<file path="src/rtl/seg_disp_pkg.sv">
// Shared character set for the 8-digit seven-segment display: 6-bit codes and active-low glyphs.
// Glyph bit order is {CG,CF,CE,CD,CC,CB,CA}; a 0 lights the segment.
package seg_disp_pkg;

  typedef logic [5:0] char_t;

  localparam char_t CH_BLANK = 6'd10;
  localparam char_t CH_A     = 6'd11;
  localparam char_t CH_B     = 6'd12;
  localparam char_t CH_F     = 6'd16;
  localparam char_t CH_H     = 6'd18;
  localparam char_t CH_K     = 6'd21;
  localparam char_t CH_M     = 6'd23;
  localparam char_t CH_W     = 6'd33;
  localparam char_t CH_Z     = 6'd36;
  localparam char_t CH_DASH  = 6'd37;

  localparam logic [6:0] GLYPH_BLANK = 7'b1111111;
  localparam logic [6:0] GLYPH_DASH  = 7'b0111111;

  // Digits 0-9, BLANK, then A-Z; K, M, W and X are approximations.
  localparam logic [6:0] GLYPH_TABLE [0:36] = '{
    7'b1000000, 7'b1111001, 7'b0100100, 7'b0110000, 7'b0011001,
    7'b0010010, 7'b0000010, 7'b1111000, 7'b0000000, 7'b0010000,
    7'b1111111,
    7'b0001000, 7'b0000011, 7'b1000110, 7'b0100001, 7'b0000110,
    7'b0001110, 7'b1000010, 7'b0001001, 7'b1001111, 7'b1100001,
    7'b0001010, 7'b1000111, 7'b1001000, 7'b0101011, 7'b0100011,
    7'b0001100, 7'b0011000, 7'b0101111, 7'b0010010, 7'b0000111,
    7'b1000001, 7'b1100011, 7'b1010101, 7'b0110110, 7'b0010001,
    7'b0100100
  };

endpackage

</file>
<file path="src/rtl/seg_char_decode.sv">
// Combinational character-code to cathode decoder; codes past Z render as a dash.
module seg_char_decode
  import seg_disp_pkg::*;
(
  input  char_t      i_char,
  output logic [6:0] o_cat
);

  always_comb begin
    o_cat = GLYPH_DASH;
    if (i_char <= CH_Z) o_cat = GLYPH_TABLE[i_char];
  end

endmodule

</file>
<file path="src/rtl/seg_scan_driver.sv">
// Time-multiplexed 8-digit common-anode display driver with frame snapshot and dead-time gaps.
// Optional whole-display blink is built only when SEG_SCAN_BLINK_EN is defined.
module seg_scan_driver
  import seg_disp_pkg::*;
#(
  parameter int DIGIT_CYCLES = 100000,
  parameter int BLANK_CYCLES = 1024,
  parameter int BLINK_CYCLES = 16000000
) (
  input  logic            clk_in,
  input  logic            rst_in,
  input  char_t [7:0]     seg_data_in,
  input  logic            blink_in,
  output logic [6:0]      cat_out,
  output logic [7:0]      an_out,
  output logic            frame_tick_out
);

  localparam int CW = (DIGIT_CYCLES > 1) ? $clog2(DIGIT_CYCLES) : 1;

  logic [CW-1:0]  r_cnt;
  logic [2:0]     r_dig;
  char_t [7:0]    r_snap;
  logic [6:0]     w_glyph;
  logic           w_slot_end;
  logic           w_gap;
  logic           w_capture;
  logic           w_blink_off;

  assign w_slot_end = (r_cnt == CW'(DIGIT_CYCLES - 1));
  assign w_gap      = (r_cnt < CW'(BLANK_CYCLES));
  assign w_capture  = (r_cnt == '0) && (r_dig == 3'd0);

  seg_char_decode u_decode (
    .i_char (r_snap[r_dig]),
    .o_cat  (w_glyph)
  );

`ifdef SEG_SCAN_BLINK_EN
  localparam int BW = (BLINK_CYCLES > 1) ? $clog2(BLINK_CYCLES) : 1;

  logic [BW-1:0] r_blink_cnt;
  logic          r_phase_on;

  always_ff @(posedge clk_in or posedge rst_in) begin
    if (rst_in) begin
      r_blink_cnt <= '0;
      r_phase_on  <= 1'b1;
    end else if (r_blink_cnt == BW'(BLINK_CYCLES - 1)) begin
      r_blink_cnt <= '0;
      r_phase_on  <= ~r_phase_on;
    end else begin
      r_blink_cnt <= r_blink_cnt + 1'b1;
    end
  end

  assign w_blink_off = blink_in & ~r_phase_on;
`else
  assign w_blink_off = blink_in & 1'b0;
`endif

  // Outputs are computed from the pre-edge counter state, so they lag it by one cycle.
  always_ff @(posedge clk_in or posedge rst_in) begin
    if (rst_in) begin
      r_cnt          <= '0;
      r_dig          <= 3'd0;
      r_snap         <= {8{CH_BLANK}};
      an_out         <= 8'hFF;
      cat_out        <= 7'h7F;
      frame_tick_out <= 1'b0;
    end else begin
      if (w_slot_end) begin
        r_cnt <= '0;
        r_dig <= r_dig + 3'd1;
      end else begin
        r_cnt <= r_cnt + 1'b1;
      end

      frame_tick_out <= w_capture;
      if (w_capture) r_snap <= seg_data_in;

      if (w_gap) begin
        an_out  <= 8'hFF;
        cat_out <= GLYPH_BLANK;
      end else begin
        an_out  <= w_blink_off ? 8'hFF : ~(8'd1 << r_dig);
        cat_out <= w_glyph;
      end
    end
  end

endmodule

</file>
<file path="config.mk">
export PLATFORM = sky130hd
export DESIGN_NAME = seg_scan_driver
export DESIGN_NICKNAME = d
export VERILOG_FILES = /design/src/rtl/seg_disp_pkg.sv /design/src/rtl/seg_char_decode.sv /design/src/rtl/seg_scan_driver.sv
export SDC_FILE = /design/constraint.sdc
export NUM_CORES = 1
export LEC_CHECK = 0
export CAP_MARGIN = 30
export CORE_ASPECT_RATIO = 1.4
export CORE_MARGIN = 5
export CORE_UTILIZATION = 30
export DETAILED_ROUTE_END_ITERATION = 10
export PLACE_DENSITY_LB_ADDON = 0.2
export RECOVER_POWER = 25
export SLEW_MARGIN = 20
export SYNTH_ARGS = -nofsm -noshare
export SYNTH_HDL_FRONTEND = slang
export SYNTH_HIERARCHICAL = 1
export SYNTH_SLANG_ARGS = --single-unit
</file>
<file path="constraint.sdc">
create_clock -name clk_in -period 3.7 [get_ports clk_in]
set_input_delay 0.555 -clock clk_in [delete_from_list [all_inputs] [get_ports clk_in]]
set_output_delay 0.555 -clock clk_in [all_outputs]
set_load 0.03 [all_outputs]
</file>
==> tab_implementation.tex <==
\begin{tabular}{lr}
\hline
Metric & Value \\
\hline
\multicolumn{2}{l}{\textbf{Outcome}} \\
Outcome & complete, but fails checks \\
Failing checks & max-capacitance violations, max-slew violations \\
\multicolumn{2}{l}{\textbf{Critical path}} \\
Data arrival time of the critical path & 3.34 ns \\
Nature of the critical path endpoint & register \\
Capture instance of the worst register-to-register path & cat\_out[5] \\
Setup CP Type & register to register \\
Crit path max-delay family & flip-flops \\
R2R depth & 10 \\
CP max FO & 13 \\
Max stage delay on crit path & 0.82 ns \\
Crit path buf inv count & 1 \\
Crit start category & register \\
Cell with the most instances on the worst path & sky130\_fd\_sc\_hd\_\_nand2\_1 \\
Startpoint of the worst setup timing path & r\_dig[0] \\
Slowest cell on crit path & sky130\_fd\_sc\_hd\_\_dfrtp\_1 \\
Reg-to-reg slack, setup & approximately 0.62 ns \\
Cell-by-cell trace of the critical path & mux4\_2 -> nand2\_1 -> nand2\_1 -> inv\_1 -> ha\_1 -> nor2b\_1 -> nor3\_2 -> a2111oi\_2 -> a311oi\_1 -> nand2b\_1 \\
R2R Path Start & r\_dig[0] \\
Critical Path RT & 3.96 ns \\
\multicolumn{2}{l}{\textbf{Final layout}} \\
Number of nets in the finished design & 486 \\
FILL cells & 1,343 \\
Area growth from synthesis to layout & 26.9\% \\
Inserted Diodes & 0 \\
Commonest cells after routing, fill and taps aside & sky130\_fd\_sc\_hd\_\_clkdlybuf4s50\_1 (64), sky130\_fd\_sc\_hd\_\_dfrtp\_1 (53), sky130\_fd\_sc\_hd\_\_mux2\_2 (40) \\
Commonest non-fill, non-tap cell in the layout & sky130\_fd\_sc\_hd\_\_clkdlybuf4s50\_1 \\
Share of post-route cells with drive strength above 1 & 0.266 \\
Core utilization of the finished layout & 0.388 \\
\multicolumn{2}{l}{\textbf{Timing}} \\
Pins over their slew limit & 85 \\
Final critical-path share of the clock period & 0.832 \\
Setup repair after global routing missed its margin & false \\
Number of hold violations in the final report & 0 \\
Slew Limit Headroom & -0.363 \\
Final-layout setup total negative slack & 0 ns \\
Final min period & 3.08 ns \\
Worst clock skew & 0.00627 ns \\
Peak clock frequency supported by timing & 0.325 GHz \\
Pin slew with the least headroom to its limit & 2.04 ns \\
Final setup viols & 0 \\
\multicolumn{2}{l}{\textbf{Synthesis}} \\
Top area cells in the synthesized netlist & sky130\_fd\_sc\_hd\_\_dfrtp\_1 (31\%), sky130\_fd\_sc\_hd\_\_dfstp\_2 (19\%), sky130\_fd\_sc\_hd\_\_mux2\_2 (11\%) \\
Yosys warns & 6 \\
EDFF count, synth & 0 \\
Most instantiated flip-flop cell in the synthesis netlist & sky130\_fd\_sc\_hd\_\_dfrtp\_1 \\
Main combinational cell family by area after synthesis & multiplexers \\
Adder-cell share of the synthesized area & 0.0439 \\
Compound-cell area share of the yosys netlist & 0.0512 \\
Cell count after synthesis & 354 \\
Proportion of synthesized area in mux cells & 0.197 \\
Proportion of netlist area held by the largest area contributor & 0.310 \\
Part of the Yosys area used for sequential elements & 0.501 \\
Synth Area in XOR/XNOR & 0.0307 \\
Simple-gate share of the synthesized area & 0.140 \\
Post-synthesis async set-or-reset flop share & 1.00 \\
Mean Syn Cell Area & 12.1 µm² \\
Number of flip-flops and latches in the synthesized netlist & 84 \\
Synthesized net count & 420 \\
Top cell type by total area after synthesis & sky130\_fd\_sc\_hd\_\_dfrtp\_1 \\
Cell area after synthesis & $\sim$4300 µm² \\
Number of different library cells in the post-synthesis netlist & between 40 and 50 \\
\multicolumn{2}{l}{\textbf{Floorplan}} \\
Starting density of the core & 0.306 \\
Overall die height & 151 µm \\
I/O pin count & 67 \\
Core outline area & 14,000 µm² \\
Area of the die & 16,800 µm² \\
Die outline width & 111 µm \\
Placement Rows & 51 \\
\multicolumn{2}{l}{\textbf{Hold path}} \\
Worst hold path startpoint & r\_snap[34] \\
Hold Path End & r\_snap[34] \\
Depth of the worst hold-timing path & 1 \\
Worst min-delay path category & register to register \\
\multicolumn{2}{l}{\textbf{Clocking}} \\
Clock tree root driver cell & sky130\_fd\_sc\_hd\_\_clkbuf\_16 \\
\# resized after CTS & 0 \\
Insertion delay of the later-clocked pin in the worst-skew pair & $\sim$0.34 ns \\
Clock tree from TritonCTS & yes \\
CTS sink count & 84 \\
Post-CTS Setup Inserts & 0 \\
Hold buffers post-CTS & 0 \\
H-tree Lvls & 3 \\
Clock-pin slew on the worst setup and hold paths & 0.06 ns \\
Clk buf depth & 2 \\
TritonCTS Buffers & 9 \\
\multicolumn{2}{l}{\textbf{Route}} \\
\# DRC & 0 \\
Post-detailed-route count of antenna-violating nets & 0 \\
Mean routed wirelength per cell & 15.5 µm \\
Via density per instance & roughly 4.8 \\
Number of detailed-routing iterations run before antenna repair & 4 \\
Total via count after detailed routing & 2,906 \\
Initial drt markers & 68 \\
DRT Wirelength & 9.43 mm \\
\multicolumn{2}{l}{\textbf{Power}} \\
Leak Pwr & 0.00216 µW \\
Peak supply drop & 0.204 mV \\
Combinational power share & 0.083 \\
Sequential fraction of design power & 0.467 \\
Net switching power of the design & 458 µW \\
Clock share of power & 0.450 \\
Int Power & 1610 µW \\
Net switching fraction of the power & 0.222 \\
Pwr/cell area & 381 nW/µm² \\
\multicolumn{2}{l}{\textbf{Global routing}} \\
Overall track demand over capacity in global routing & 0.117 \\
Largest net degree at the start of global routing & between 80 and 90 \\
Vias in the first global route & 3,083 \\
Initial antenna violation count & 0 \\
Overflow left after global routing & 0 \\
Wire length of the first global-routing pass & between 15 and 20 mm \\
\multicolumn{2}{l}{\textbf{Placed design}} \\
I/O Buffers & 65 \\
Routability cong. & 0.809 \\
Dpl hpwl & 6.71 mm \\
\multicolumn{2}{l}{\textbf{Run}} \\
Number of max-cap violations & 1 \\
\hline
\end{tabular}
-- flip-flops by register name (all words and copies together) (netlist names) --
name            flops
r_dig               3
cat_out             7
an_out              8
frame_tick_out      1
r_cnt              17
r_snap             48
-- routing by layer --
metal | up-vias | track usage | part of all wire
li1 | 1380 | - | -
met1 | 1450 | 0.151 | 0.45
met2 | 64 | 0.187 | 0.48
met3 | 12 | 0.0224 | 0.040
met4 | 0 | 0.0616 | 0.023
met5 | - | 0 | 0
-- worst register-to-register path: stages, from the launching register on --
cell	delay [ns]
sky130_fd_sc_hd__dfrtp_1	0.82
sky130_fd_sc_hd__mux4_2	0.61
sky130_fd_sc_hd__nand2_1	0.08
sky130_fd_sc_hd__nand2_1	0.19
sky130_fd_sc_hd__inv_1	0.24
sky130_fd_sc_hd__ha_1	0.18
sky130_fd_sc_hd__nor2b_1	0.20
sky130_fd_sc_hd__nor3_2	0.07
sky130_fd_sc_hd__a2111oi_2	0.37
sky130_fd_sc_hd__a311oi_1	0.09
sky130_fd_sc_hd__nand2b_1	0.17
-- synthesized netlist by cell type (2+ instances only) --
master                     instances
sky130_fd_sc_hd__inv_1            12
sky130_fd_sc_hd__clkbuf_1          6
sky130_fd_sc_hd__a31oi_1           3
sky130_fd_sc_hd__mux2_1            9
sky130_fd_sc_hd__and2_1            2
sky130_fd_sc_hd__buf_2             2
sky130_fd_sc_hd__dfstp_2          31
sky130_fd_sc_hd__xor2_1            7
sky130_fd_sc_hd__nor2b_1           8
sky130_fd_sc_hd__buf_4             5
sky130_fd_sc_hd__buf_6             3
sky130_fd_sc_hd__mux2_2           40
sky130_fd_sc_hd__nand2_1          34
sky130_fd_sc_hd__nor4_1            3
sky130_fd_sc_hd__and3_1            3
sky130_fd_sc_hd__a221oi_1          2
sky130_fd_sc_hd__nand3b_1          3
sky130_fd_sc_hd__o211ai_1          2
sky130_fd_sc_hd__or3_1             3
sky130_fd_sc_hd__mux2i_1           2
sky130_fd_sc_hd__nand4_1           5
sky130_fd_sc_hd__a21oi_1          12
sky130_fd_sc_hd__or4_1             2
sky130_fd_sc_hd__nor3_1            3
sky130_fd_sc_hd__o21ai_0           4
sky130_fd_sc_hd__ha_1             15
sky130_fd_sc_hd__dfrtp_1          53
sky130_fd_sc_hd__xnor2_1           8
sky130_fd_sc_hd__nor2_1           19
sky130_fd_sc_hd__mux4_2           12
sky130_fd_sc_hd__nand3_1          10
sky130_fd_sc_hd__nand2b_1         14
-- final cells by class --
class / instances / area, µm² / share of cell area
well taps: 185 / 231 / 0.0426
repair buffers: 72 / 713 / 0.131
multi-input cells: 240 / 1980 / 0.365
flip-flops and latches: 84 / 2140 / 0.394
inverters: 13 / 50.0 / 0.00922
clock buffers: 11 / 253 / 0.0466
clock inverters: 5 / 60.1 / 0.0111
-- worst max path at each step --
| stage | end | slack, ns | depth (start not counted) |
|---|---|---|---|
| 6_report | cat_out[5] | 0.62 | 10 |
| 4_1_cts | cat_out[5] | 0.51 | 10 |
| 3_3_place_gp | cat_out[5] | 0.54 | 10 |
| 3_5_place_dp | cat_out[5] | 0.55 | 10 |
| 2_1_floorplan | cat_out[4] | 0.82 | 11 |
| 5_1_grt | cat_out[3] | 0.28 | 9 |
-- logic make-up (layout without fill, tap and decap cells) --
kind of cell             count (synthesis)  in the layout
AND/OR/NAND/NOR                        114            114
flip-flops                              84             84
multiplexers                            63             63
AO/OA/AOI/OAI                           33             33
buffers and inverters                   30            101
adder cells (fa/ha/maj)                 15             15
XOR/XNOR                                15             15
-- power by group through the flow --
stage / clock network, µW / registers [µW] / logic (µW)
finish: 932 / 966 / 172
global route: 998 / 969 / 190
CTS: 967 / 966 / 177
detailed placement: 0 / 982 / 176
global placement: 0 / 980 / 175
floorplan: 0 / 976 / 99.4
-- through the flow --
| step | power [µW] | cell area [µm²] | hold slack, ns | setup WS (ns) | std cells |
|---|---|---|---|---|---|
| global route | 2160 | 5430 | 0.510 | 0.278 | 610 |
| detailed placement | 1160 | 5130 | 0.474 | 0.548 | 594 |
| CTS | 2110 | 5440 | 0.488 | 0.509 | 610 |
| global placement | 1160 | 5130 | 0.463 | 0.542 | 594 |
| finish | 2070 | 5430 | 0.480 | 0.621 | 610 |
| floorplan | 1080 | 4280 | 0.452 | 0.817 | 354 |
(Power assumes the default switching activity.)
